==> config.mk <==
export PLATFORM = sky130hd
export DESIGN_NAME = gshare_predictor
export DESIGN_NICKNAME = d
export VERILOG_FILES = /design/src/rtl/gshare_predictor.sv
export SDC_FILE = /design/constraint.sdc
export NUM_CORES = 1
export LEC_CHECK = 0
export CAP_MARGIN = 20
export CORE_MARGIN = 2
export CORE_UTILIZATION = 60
export DETAILED_ROUTE_END_ITERATION = 10
export PLACE_DENSITY_LB_ADDON = 0.08
export SYNTH_ARGS = -nofsm -noshare
export SYNTH_HDL_FRONTEND = slang
export SYNTH_SLANG_ARGS = --single-unit
==> constraint.sdc <==
create_clock -name clk -period 22.5 [get_ports clk]
set_clock_uncertainty 0.05 [all_clocks]
set_input_delay 2.25 -clock clk [delete_from_list [all_inputs] [get_ports clk]]
set_output_delay 2.25 -clock clk [all_outputs]
set_load 0.005 [all_outputs]
==> src/rtl/gshare_predictor.sv <==
// Gshare / bimodal branch direction predictor for the fetch unit.
// Holds a table of saturating counters and a speculative global history register that the ROB repairs.
module gshare_predictor #(
    parameter int INDEX_LEN  = 8,
    parameter int CNT_BITS   = 2,
    parameter int GHR_LEN    = 6,
    parameter int USE_GSHARE = 1
) (
    input  logic                 clk,
    input  logic                 rst,
    input  logic                 query_valid,
    input  logic [31:0]          query_pc,
    input  logic [31:0]          query_inst,
    output logic                 predicted_jump,
    output logic [31:0]          predicted_imm,
    output logic [GHR_LEN-1:0]   query_ghr,
    output logic                 ready,
    input  logic                 ena_from_rob,
    input  logic                 taken_from_rob,
    input  logic                 mispredict_from_rob,
    input  logic [31:0]          pc_from_rob,
    input  logic [GHR_LEN-1:0]   ghr_from_rob
);

    localparam int DEPTH = 1 << INDEX_LEN;
    localparam logic [CNT_BITS-1:0]  CNT_INIT = CNT_BITS'((1 << (CNT_BITS - 1)) - 1);
    localparam logic [CNT_BITS-1:0]  CNT_MAX  = '1;
    localparam logic [CNT_BITS-1:0]  CNT_MIN  = '0;
    localparam logic [INDEX_LEN-1:0] LAST_IDX = '1;
    localparam logic [6:0]           OP_JAL   = 7'b1101111;
    localparam logic [6:0]           OP_BR    = 7'b1100011;

    typedef enum logic {
        ST_INIT,
        ST_RUN
    } state_t;

    state_t                 state;
    state_t                 state_next;
    logic                   sweep_en;
    logic [INDEX_LEN-1:0]   sweep_idx;
    logic [GHR_LEN-1:0]     ghr;
    logic [GHR_LEN-1:0]     ghr_next;
    logic [CNT_BITS-1:0]    counters [DEPTH];

    logic [6:0]             opcode;
    logic                   is_jal;
    logic                   is_br;
    logic [31:0]            j_imm;
    logic [31:0]            b_imm;
    logic [INDEX_LEN-1:0]   q_idx;
    logic [INDEX_LEN-1:0]   u_idx;
    logic [CNT_BITS-1:0]    q_cnt;
    logic [CNT_BITS-1:0]    u_cnt;
    logic [CNT_BITS-1:0]    u_cnt_next;
    logic                   upd_en;
    logic                   unused_pc_bits;

    // Shift a new outcome into the LSB; written as a loop so GHR_LEN = 1 needs no special case.
    function automatic logic [GHR_LEN-1:0] shift_in(input logic [GHR_LEN-1:0] hist, input logic bit_in);
        logic [GHR_LEN-1:0] res;
        res[0] = bit_in;
        for (int i = 1; i < GHR_LEN; i++) begin
            res[i] = hist[i-1];
        end
        return res;
    endfunction

    // ---------------- init sweep FSM ----------------
    // NOTE: sequential state is assigned with <= so every flop samples pre-edge values.
    always_ff @(posedge clk or posedge rst) begin
        if (rst) begin
            state     <= ST_INIT;
            sweep_idx <= '0;
        end else begin
            state <= state_next;
            if (sweep_en) begin
                sweep_idx <= sweep_idx + 1'b1;
            end
        end
    end

    // NOTE: every output of this block gets a default first, so no path can infer a latch.
    always_comb begin
        state_next = state;
        sweep_en   = 1'b0;
        case (state)
            ST_INIT: begin
                sweep_en = 1'b1;
                if (sweep_idx == LAST_IDX) begin
                    state_next = ST_RUN;
                end
            end
            ST_RUN:  state_next = ST_RUN;
            default: state_next = ST_INIT;
        endcase
    end

    assign ready = (state == ST_RUN);

    // ---------------- decode and indexing ----------------
    assign opcode = query_inst[6:0];
    assign is_jal = (opcode == OP_JAL);
    assign is_br  = (opcode == OP_BR);

    assign j_imm = {{11{query_inst[31]}}, query_inst[31], query_inst[19:12],
                    query_inst[20], query_inst[30:21], 1'b0};
    assign b_imm = {{19{query_inst[31]}}, query_inst[31], query_inst[7],
                    query_inst[30:25], query_inst[11:8], 1'b0};

    generate
        if (USE_GSHARE != 0) begin : g_gshare
            assign q_idx = query_pc[INDEX_LEN+1:2] ^ INDEX_LEN'(ghr);
            assign u_idx = pc_from_rob[INDEX_LEN+1:2] ^ INDEX_LEN'(ghr_from_rob);
        end else begin : g_bimodal
            assign q_idx = query_pc[INDEX_LEN+1:2];
            assign u_idx = pc_from_rob[INDEX_LEN+1:2];
        end
    endgenerate

    assign unused_pc_bits = ^{query_pc[31:INDEX_LEN+2], query_pc[1:0],
                              pc_from_rob[31:INDEX_LEN+2], pc_from_rob[1:0]};

    // ---------------- prediction ----------------
    assign q_cnt          = counters[q_idx];
    assign predicted_jump = is_jal | (is_br & ready & q_cnt[CNT_BITS-1]);
    assign predicted_imm  = is_jal ? j_imm : b_imm;
    assign query_ghr      = ghr;

    // ---------------- counter update ----------------
    assign upd_en = ena_from_rob & ready;
    assign u_cnt  = counters[u_idx];

    always_comb begin
        u_cnt_next = u_cnt;
        if (taken_from_rob) begin
            if (u_cnt != CNT_MAX) u_cnt_next = u_cnt + 1'b1;
        end else begin
            if (u_cnt != CNT_MIN) u_cnt_next = u_cnt - 1'b1;
        end
    end

    // NOTE: the table has no reset; the INIT sweep gives every entry its starting value instead.
    always_ff @(posedge clk) begin
        if (state == ST_INIT) begin
            counters[sweep_idx] <= CNT_INIT;
        end else if (upd_en) begin
            counters[u_idx] <= u_cnt_next;
        end
    end

    // ---------------- global history ----------------
    // A mispredict repair wins over a same-cycle speculative shift since fetch is being flushed.
    always_comb begin
        ghr_next = ghr;
        if (upd_en && mispredict_from_rob) begin
            ghr_next = shift_in(ghr_from_rob, taken_from_rob);
        end else if (query_valid && is_br && ready) begin
            ghr_next = shift_in(ghr, predicted_jump);
        end
    end

    always_ff @(posedge clk or posedge rst) begin
        if (rst) begin
            ghr <= '0;
        end else begin
            ghr <= ghr_next;
        end
    end

endmodule

# Word level (Yosys, flattened, before mapping)
# Memories as Yosys holds them, arrays and structs flattened.
# Cells that the tools add are included.
# totals
register_bits	15
n_memories	1
output_inout_bits	40
ram_bits	512
input_bits	108
# classes
bitwise	7
n_eq_ne	4
reduce_logical	6
addsub	3
mux	15
# memory_table
name	words	word_bits	rd	rd_ports_with_merged_regs	write_ports	line_no	source
counters	256	2	2	0	1	44	logic [CNT_BITS-1:0] counters [DEPTH];
# ops
cell	count
20-bit 2-to-1 mux	1
8-bit by 6-bit XOR with 8-bit output	2
7-bit == test (second input constant)	2
6-bit 2-to-1 mux	2
8-bit by 1-bit adder with 8-bit output (second input constant)	1
8-bit == test (second input constant)	1
2-bit 2-to-1 mux	4
8-bit 2-to-1 mux	1
1-bit 2-to-1 mux	6
2-bit nonzero test	2
1-bit bitwise AND	3
1-bit logical AND	3
2-bit by 1-bit adder with 2-bit output (second input constant)	1
2-bit inequality test (second input constant)	1
1-bit one-hot mux with 2 select lines	1
2-bit OR reduction	1
2-bit by 1-bit subtractor with 2-bit output (second input constant)	1
1-bit inverter	1
1-bit bitwise OR	1

# Longest topological paths before layout
# Gate-level depths: netlist (run 1).
# logic_depth
word_depth	6
ltp_mapped	11
ltp_nobuf	9

# Worst setup path before layout (run 1)
# OpenSTA, ideal clock, no wires.
# synth_timing
path_kind	input port to flip-flop
startpoint	input port ghr_from_rob[1]
endpoint	memory counters[0][0] (data pin)
setup_slack_ns	9.753
arrival_ns	11.194
t_required_ns	20.947
n_path_buf	2
stages	11
path_cell_list	xor2_1 clkbuf_1 clkbuf_1 mux4_2 a22oi_1 a21oi_1 nor4_1 nor2_1 nor4_1 a21oi_1 o21bai_1
# synth_between
elab_chain_cells	6
word_cells_on_any_way	10
classes_between	2 x add/sub; 1 x eq/ne; 4 x mux; 1 x bitwise; 1 x reduce/logical; 1 x memory
# synth_rtl
item	line_no	source
from (decl)	22	input logic [GHR_LEN-1:0] ghr_from_rob
8-bit by 6-bit XOR with 8-bit output *	114	assign u_idx = pc_from_rob[INDEX_LEN+1:2] ^ INDEX_LEN'(ghr_from_rob);
memory 256 x 2 bit *	-	
2-bit by 1-bit subtractor with 2-bit output, or another cell as far along	139	if (u_cnt != CNT_MIN) u_cnt_next = u_cnt - 1'b1;
2-bit 2-to-1 mux, on equally long branches	139, 137	
2-bit 2-to-1 mux *	136	if (taken_from_rob) begin
2-bit 2-to-1 mux (no source line) *	-	
to (decl)	44	
# Every way passes the cells marked *; elsewhere a longest branch is shown, timed or not.

# Worst setup path after layout (run 1)
# layout_timing
startpoint	input port query_pc[2]
endpoint	output port predicted_jump
# layout_between
elab_chain_cells	4
# layout_rtl
item	line_no	source
from (decl)	12	input logic [31:0] query_pc,
8-bit by 6-bit XOR with 8-bit output	113	assign q_idx = query_pc[INDEX_LEN+1:2] ^ INDEX_LEN'(ghr);
memory 256 x 2 bit	-	
1-bit bitwise AND	126	assign predicted_jump = is_jal | (is_br & ready & q_cnt[CNT_BITS-1]);
1-bit bitwise OR	126	
to (decl)	14	output logic predicted_jump,
# Every way passes these cells.

==> results of run 1 <==
-- layout make-up --
type / count / area [um2] / share of cell area
inverters: 4 / 15.01 / 0.0005520
flip-flops and latches: 527 / 15750 / 0.5791
repair buffers: 132 / 1239 / 0.04554
well taps: 525 / 656.9 / 0.02415
clock inverters: 30 / 305.3 / 0.01122
clock buffers: 60 / 1353 / 0.04973
multi-input cells: 823 / 7881 / 0.2898
-- synth_stat cells (all sizes together), types with 5 or more instances --
cell | number | share of area
nand3 | 21 | 0.0044
a22oi | 40 | 0.012
buf | 49 | 0.014
a21o | 8 | 0.0025
a221oi | 6 | 0.0022
edfxtp | 512 | 0.64
nand2b | 6 | 0.0016
o22ai | 5 | 0.0013
xor2 | 13 | 0.0057
a2111oi | 7 | 0.0028
dfrtp | 15 | 0.016
a21oi | 27 | 0.0056
clkbuf | 67 | 0.010
nand2 | 89 | 0.014
and2 | 8 | 0.0021
mux2i | 20 | 0.0083
mux4 | 200 | 0.19
xnor2 | 13 | 0.0047
o21ai | 22 | 0.0046
mux2 | 6 | 0.0028
nand3b | 5 | 0.0016
nor2 | 281 | 0.044
-- power groups by stage --
| stage | combinational [uW] | clock, uW | sequential [uW] |
|---|---|---|---|
| 3_5_place_dp | 129 | 0 | 1080 |
| 3_3_place_gp | 129 | 0 | 1080 |
| 5_1_grt | 138 | 906 | 1060 |
| 2_1_floorplan | 82.0 | 0 | 1080 |
| 4_1_cts | 130 | 866 | 1060 |
| 6_report | 130 | 858 | 1060 |
-- cells by family after synthesis --
family | synth area share
other cells | 0.0001556
mux | 0.1980
fa+ha+maj | 0.0009861
buf+inv | 0.02486
simple gates | 0.07200
xor+xnor | 0.01038
compound gates | 0.04023
flops | 0.6534
-- through the flow --
step	utilization	total power, uW	hold slack (ps)	instance area (um2)	cells
final	0.6846	2047	465.6	27200	2101
after global routing	0.6846	2102	498.8	27200	2101
after CTS	0.6846	2056	459.0	27200	2101
after detailed placement	0.6429	1210	445.7	25540	2011
after global placement	0.6422	1210	431.7	25510	2010
after floorplan	-	1163	409.9	24100	1470
-- per-layer routing --
metal | up-vias | global-route usage
li1 | 5944 | -
met1 | 7285 | 0.4308
met2 | 857 | 0.4746
met3 | 146 | 0.07510
met4 | 0 | 0.1110
met5 | - | 0
-- worst max-delay path, delay by kind of cell --
kind | cells | cell delay [ps]
AOI/OAI and AO/OA | 4 | 870
xor gates and xnor gates | 1 | 150
buffers and inverters | 4 | 2340
muxes | 2 | 1110
and+or+nand+nor | 1 | 80
-- path summary, 6_finish.rpt --
kind / startpoint / to / slack, ps / cells past startpoint
max in group asynchronous: rst / sweep_idx[6] / 20030 / 2
min in group asynchronous: rst / query_ghr[2] / 1980 / 2
max reg2reg: counters[227][0] / counters[225][1] / 18060 / 10
min reg2reg: sweep_idx[5] / sweep_idx[5] / 470 / 1
max: query_pc[2] / predicted_jump / 13310 / 12
min: sweep_idx[5] / sweep_idx[5] / 470 / 1
-- registers in the layout (all words and copies together), names as in the netlist --
| signal | flops |
|---|---|
| ready | 1 |
| counters | 512 |
| sweep_idx | 8 |
| query_ghr | 6 |
==> results.md, run 1 <==
Clock tree:
- The number of buffers added by the clock tree synthesis step is 52.
- The maximum count of clock buffers along a single path is 3.
- The clock sink count is around 530.
- Post-CTS timing repair inserted 0 buffers for setup.
- Clock-pin slew was measured on the worst setup and hold paths at ~60 ps.
- The library cell used as clock root buffer is sky130_fd_sc_hd__clkbuf_16.
- Hold repair after CTS inserted 0 buffers.
- The CTS tree is done.
- The number of H-tree branching levels is 2.
- The quantity of gates resized following cts is 0.
- At the later pin of the worst-skew pair, clock insertion delay measures 600 ps.

STA:
- The final critical-path required period is 9190 ps.
- The final setup violation count is 0.
- The slew at the pin closest to its max-slew limit is 1248 ps.
- In the final timing run, aggregate negative setup slack is 0 ps.
- The count of final hold-check violations was 0.
- The final max-slew violation count is 0.
- Measured against its own limit, the worst slew margin works out to 0.1683.
- The worst path meets setup with 13310 ps of slack.
- Setup repair after global routing left no endpoint under its margin.
- The ratio of final minimum period to clock period is 0.4084.
- Derived from the worst setup path, the maximum achievable clock frequency is around 0.11 GHz.

Routing:
- After detailed routing, the total wire length is 61920 um.
- The met3 layer wire length in the routed design is just over 7000 um.
- The average wire per cell in the routed design is 29.47 um.
- The number of DRC markers after the initial detailed-route iteration is around 1700.
- Dividing the detail-routed via count by the number of cells gives 6.774.
- After detailed routing, the wire length on met1 is ~23000 um.
- The count of nets left with antenna violations once routing finished came out at 0.
- The highest layer touched by signal routing is met4.
- The met2 layer wire length in the routed design is 29090 um.
- In the routed design, unresolved DRC markers number 0.
- The overall via count from detail_route is 14230.
- The first TritonRoute pass finished after 8 iterations.

Power and ir drop:
- For this design the total switching power over the nets is 437.9 uW.
- The logic gate share of total power is 0.063.
- The share of total power dissipated in the clock network is 0.419.
- Of the total power, the share spent switching nets is 0.2139.
- The internal portion of the total power is 1609 uW.
- Summed over all cells, the static leakage comes to 0.008116 uW.
- IR analysis of the VDD net gives a maximum drop of 0.00007394 V.
- The total power divided by cell area is ~75 nW/um2.
- Of the total power, registers draw 0.518.

Critical path:
- The slowest cell on the critical path is sky130_fd_sc_hd__buf_4.
- The critical path startpoint category is an input port.
- For the worst setup path, the data required time is 20200 ps.
- The critical path is of the in -> out type.
- The stage delay of the slowest cell on the critical path is 820 ps.
- Walking the worst path, the cells encountered are clkdlybuf4s50_1 > xor2_4 > buf_4 > buf_4 > mux4_2 > mux4_2 > a2111oi_0 > a311oi_1 > o21ai_1 > nand2_1 > o21a_1 > clkdlybuf4s50_1.
- For the worst setup path, the data arrival time is 6890 ps.
- STA classifies the critical path endpoint as an output pin.
- In this run the worst path has a maximum fanout of 40.

Global route:
- The maximum number of pins on one net before global-route repair is 257.
- The first global-routing pass estimated 91190 um of wire.
- The initial antenna violation count is 1.
- For this run, the total global-route usage over all layers was measured as 0.3064.
- The number of global-route vias before repair came to 14510.
- After global routing the overflow that remains totals 0.

Final layout:
- The library cell used most frequently in the layout, excluding fill and tap cells, is sky130_fd_sc_hd__edfxtp_1.
- After filler insertion, the fill cell instance count of the layout stands at 2677.
- Compared with the post-synthesis result, the final layout area differs by 12.84%.
- 0 antenna diodes ended up in the layout.
- The final layout contains 1649 nets.
- In the layout the commonest cells are 512 x sky130_fd_sc_hd__edfxtp_1, 277 x sky130_fd_sc_hd__nor2_1, 200 x sky130_fd_sc_hd__mux4_2.
- Of the cells placed in the final design, the portion with a size suffix greater than 1 is 0.2164.

Place:
- The global placer's final weighted congestion is 0.8485.
- The count of buffers added on input and output ports is 86.
- OpenSTA, run right after detailed placement, puts the worst setup slack at about 13000 ps.
- After legalization and detailed placement, the total HPWL measured between 30000 and 40000 um.

Yosys:
- After synthesis, the netlist uses 54 different library cells.
- The total standard cell area after synthesis is between 20000 and 25000 um2.
- The average cell area after synthesis is 16.40 um2.
- The cell count after synthesis came out at 1470.
- In this run, synthesis produced a sequential element count of roughly 530.
- For this run, the leading register cell type out of synthesis is sky130_fd_sc_hd__edfxtp_1.
- The number of warnings printed during yosys synthesis is 0.
- Counting flops with an async set or reset pin after synthesis yields a share of 0.02846.
- The number of enable flip-flop cells after synthesis is a little over 500.
- The share of the Yosys chip area taken by registers is 0.6534.
- The number of nets in the synthesized netlist is around 1600.

Floorplanning:
- The die covers 41790 um2.
- The height of the die is approximately 200 um.
- The chip width is 204.4 um.
- The count of standard-cell rows is 73.
- For this configuration, the core starts out at a cell density of 0.6067.
- The total area inside the core boundary comes to around 40000 um2.
- The number of placed I/O pins is between 100 and 150.

Run status:
- The flow ran to the end, and the final reports show no timing, DRC or antenna violations.

Flow run:
- The number of max-cap violations is 0.

Min path:
- The path class of the lowest-slack min-delay path is reg -> reg.
No activity file was read; power rests on OpenSTA's default activity.
==> run 2: changes to the inputs <==
- clock period: 22.5 -> 9.5 ns (I/O delays scaled with it)
==> run 2 against run 1 <==
Register-to-register slack got worse by 13000 ps. Combinational power increased by 140%. Final area barely moved. Critical path depth rose by 1. Die area stayed put. Highest routed layer is now met5. Worst setup slack got worse by 9900 ps. Global-route usage shrank 0.23 points. Flip-flop and latch count unchanged. Sequential power up 140%. Power up 140%. Wire length decreased by 1.2%. Largest cell class unchanged.
==> results.md, run 2 (synthesis results as in run 1) <==
Run status:
- The run finished with clean final reports.

Critical path:
- The endpoint of the worst-slack reg-to-reg timing path is counters[161][1].
- The worst reg2reg path depth was 9 (-1).
- In this run the critical register-to-register path is launched from counters[242][1].
- STA classifies the critical path endpoint as a flop.
- The critical path in this run is classified as in -> reg.
- The reg2reg setup slack was 5340 ps (-12720 ps).
- The arrival time of the worst setup path is 6360 ps (-530 ps).
- The worst setup path is launched from an input port.
- The required arrival time at the worst endpoint is 9720 ps (-10480 ps).
- The highest fanout seen on the critical path is 98 (+150%).

Power and ir drop:
- The switching power as a share of total power is 0.2108 (-0.003113).
- The total power divided by cell area came to 178.8 nW/um2 (+140%).
- The relative contribution of sequential cells to total power is 0.516 (-0.002).
- The cell-internal power is 3840 uW (+140%).
- The total net switching power is 1025 uW (+130%).
- The logic gate share of total power came to 0.063 (about the same).
- The standby leakage power came to 0.008104 uW (-0.15%).
- The clock power share was 0.421 (+0.002).
- The worst IR drop on VDD is 0.0001690 V (+130%).

Routing:
- The remaining antenna violation count was 0 (unchanged).
- The detailed-route DRC error count is 0 (unchanged).
- The via count normalized by instance count is 6.737 (-0.54%).
- The routed wire length is 61150 um (-1.2%).
- The number of DRC markers after the initial detailed-route iteration was 1734 (+3.4%).
- The average wire per cell in the routed design is 29.12 um (-1.2%).
- The number of detailed-route iterations in the first pass is 5 (-3).
- The overall via count from detail_route is 14150 (-0.59%).

Floorplanning:
- The chip width is 204.4 um (unchanged).
- The count of standard-cell rows is 73 (unchanged).
- The area of the core is 39730 um2 (unchanged).
- The number of placed I/O pins is 148 (unchanged).
- The height of the die is 204.4 um (unchanged).
- The total die area was 41790 um2 (unchanged).
- The initial core utilization came to 0.6067 (unchanged).

Clock tree:
- TritonCTS built the clock tree.
- The number of setup buffers added after CTS is 0 (unchanged).
- The clock network latency to the later pin of the worst-skew pair is 600 ps (about the same).
- The number of H-tree branching levels came to 2 (unchanged).
- The quantity of gates resized following cts is 0 (unchanged).
- The number of buffers added by the clock tree synthesis step is 53 (+1.9%).
- The tree is rooted in a sky130_fd_sc_hd__clkbuf_16.
- The count of hold-fix buffers inserted at cts is 0 (unchanged).
- The clock sink count is 527 (unchanged).
- The clock edge transition at the registers on the reported setup and hold paths was 60 ps (about the same).
- The maximum count of clock buffers along a single path is 3 (unchanged).

Final layout:
- The fraction of layout instances using a drive strength above 1 is 0.2135 (-0.002902).
- The library cell used most frequently in the layout, excluding fill and tap cells, is sky130_fd_sc_hd__edfxtp_1.
- The number of flip-flops under the largest register name came to 512 (unchanged).
- The final net count is 1648 (-0.061%).
- In the layout the commonest cells are 512 x sky130_fd_sc_hd__edfxtp_1, 277 x sky130_fd_sc_hd__nor2_1, 200 x sky130_fd_sc_hd__mux4_2.
- The final-layout fill cell count came to 2675 (-0.075%).
- Ranked by flip-flop count, first place goes to counters.
- The layout overhead on the synthesized area is 12.90% (about the same).

STA:
- The slew at the pin closest to its max-slew limit is 1022 ps (-226.0 ps).
- The count of final hold-check violations is 0 (unchanged).
- In the finished design, the share of the clock period the worst path needs comes to 0.6462.
- The final setup violation count is 0 (unchanged).
- The final setup TNS is 0 ps (unchanged).
- Setup repair after global routing left no endpoint under its margin.
- Timing would allow up to 0.1629 GHz.
- After layout, the minimum clock period comes to roughly 6100 ps.
- The worst hold margin is 480.3 ps (+14.70 ps).
- The final max-slew violation count was 0 (unchanged).
- The relative slew slack is 0.3190 (+0.1507).

Global route:
- The total global routing overflow is 0 (unchanged).
- The maximum number of pins on one net before global-route repair was 126 (-51%).
- The initial antenna violation count is 2 (+1).
- The number of global-route vias before repair is 14380 (-0.85%).
- The global router's overall resource usage came to 0.3040 (-0.002341).
- The wire length of the first global-routing pass is 90090 um (-1.2%).

Flow run:
- The number of max-cap violations was 0 (unchanged).

Place:
- The number of I/O port buffers came to 86 (unchanged).
- The global placer's final weighted congestion is 0.8421 (-0.75%).
- The half-perimeter wire length of the detailed placement result was 36270 um (-0.58%).

Min path:
- The worst hold path endpoint is sweep_idx[5].
- The cell count of the worst hold path is 1 (unchanged).
- The path class of the lowest-slack min-delay path is reg -> reg.
- The start point of the worst min-delay path is sweep_idx[5].
==> run 2: cell count changes in the layout (fill, tap and decap cells not counted), sizes merged <==
cell	change
clkinv	-6
bufinv	+1
buf	-2
diode	+1
clkinvlp	+2
clkbuf	+3
==> run 2: layout make-up <==
class / count / area [um2] / share of cell area
multi-input combinational: 823 / 7881 / 0.2896
antenna: 1 / 2.502 / 0.00009195
clock buffer: 63 / 1364 / 0.05011
sequential: 527 / 15750 / 0.5787
tap: 525 / 656.9 / 0.02414
clock inverter: 27 / 309.0 / 0.01136
inverter: 4 / 15.01 / 0.0005517
timing repair buffer: 130 / 1236 / 0.04542
==> run 2: worst max-delay path by stage <==
stage / startpoint / endpoint / cells after the start
2_1_floorplan: ghr_from_rob[1] / counters[0][0] / 11
3_3_place_gp: ghr_from_rob[0] / counters[192][1] / 13
3_5_place_dp: ghr_from_rob[0] / counters[192][1] / 13
4_1_cts: ghr_from_rob[0] / counters[207][1] / 13
5_1_grt: pc_from_rob[2] / counters[161][1] / 13
6_report: pc_from_rob[2] / counters[161][1] / 13
==> run 2: critical path: stages <==
cell	delay, ps
sky130_fd_sc_hd__clkdlybuf4s50_1	610
sky130_fd_sc_hd__xor2_4	190
sky130_fd_sc_hd__buf_12	550
sky130_fd_sc_hd__buf_4	710
sky130_fd_sc_hd__mux4_2	350
sky130_fd_sc_hd__nor2_1	40
sky130_fd_sc_hd__nor4_1	240
sky130_fd_sc_hd__o21ai_0	210
sky130_fd_sc_hd__a311oi_1	490
sky130_fd_sc_hd__or4b_1	240
sky130_fd_sc_hd__maj3_2	190
sky130_fd_sc_hd__nor2b_4	600
sky130_fd_sc_hd__buf_4	770
==> run 2: metrics by stage <==
| stage | instances | worst slack, ps | power [uW] | cell area (um2) | utilization |
|---|---|---|---|---|---|
| 6_report | 2100 | 3361 | 4865 | 27210 | 0.6850 |
| 5_1_grt | 2099 | 2870 | 4995 | 27210 | 0.6849 |
| 4_1_cts | 2098 | 3343 | 4890 | 27200 | 0.6845 |
| 3_5_place_dp | 2008 | 2776 | 2866 | 25520 | 0.6424 |
| 3_3_place_gp | 2008 | 2835 | 2865 | 25520 | 0.6424 |
| 2_1_floorplan | 1470 | 1516 | 2754 | 24110 | - |
==> run 2: power groups by stage <==
stage | clock [uW] | sequential, uW | combinational, uW
global route | 2160 | 2510 | 326
CTS | 2070 | 2510 | 308
finish | 2050 | 2510 | 309
detailed placement | 0 | 2560 | 307
global placement | 0 | 2560 | 305
floorplan | 0 | 2560 | 194
==> run 2: layer usage <==
layer | track usage | vias up | share of wire
li1 | - | 5944 | -
met3 | 0.06649 | 145 | 0.11
met5 | 0.01786 | - | 0.0019
met1 | 0.4216 | 7238 | 0.38
met2 | 0.4765 | 817 | 0.47
met4 | 0.1206 | 4 | 0.040
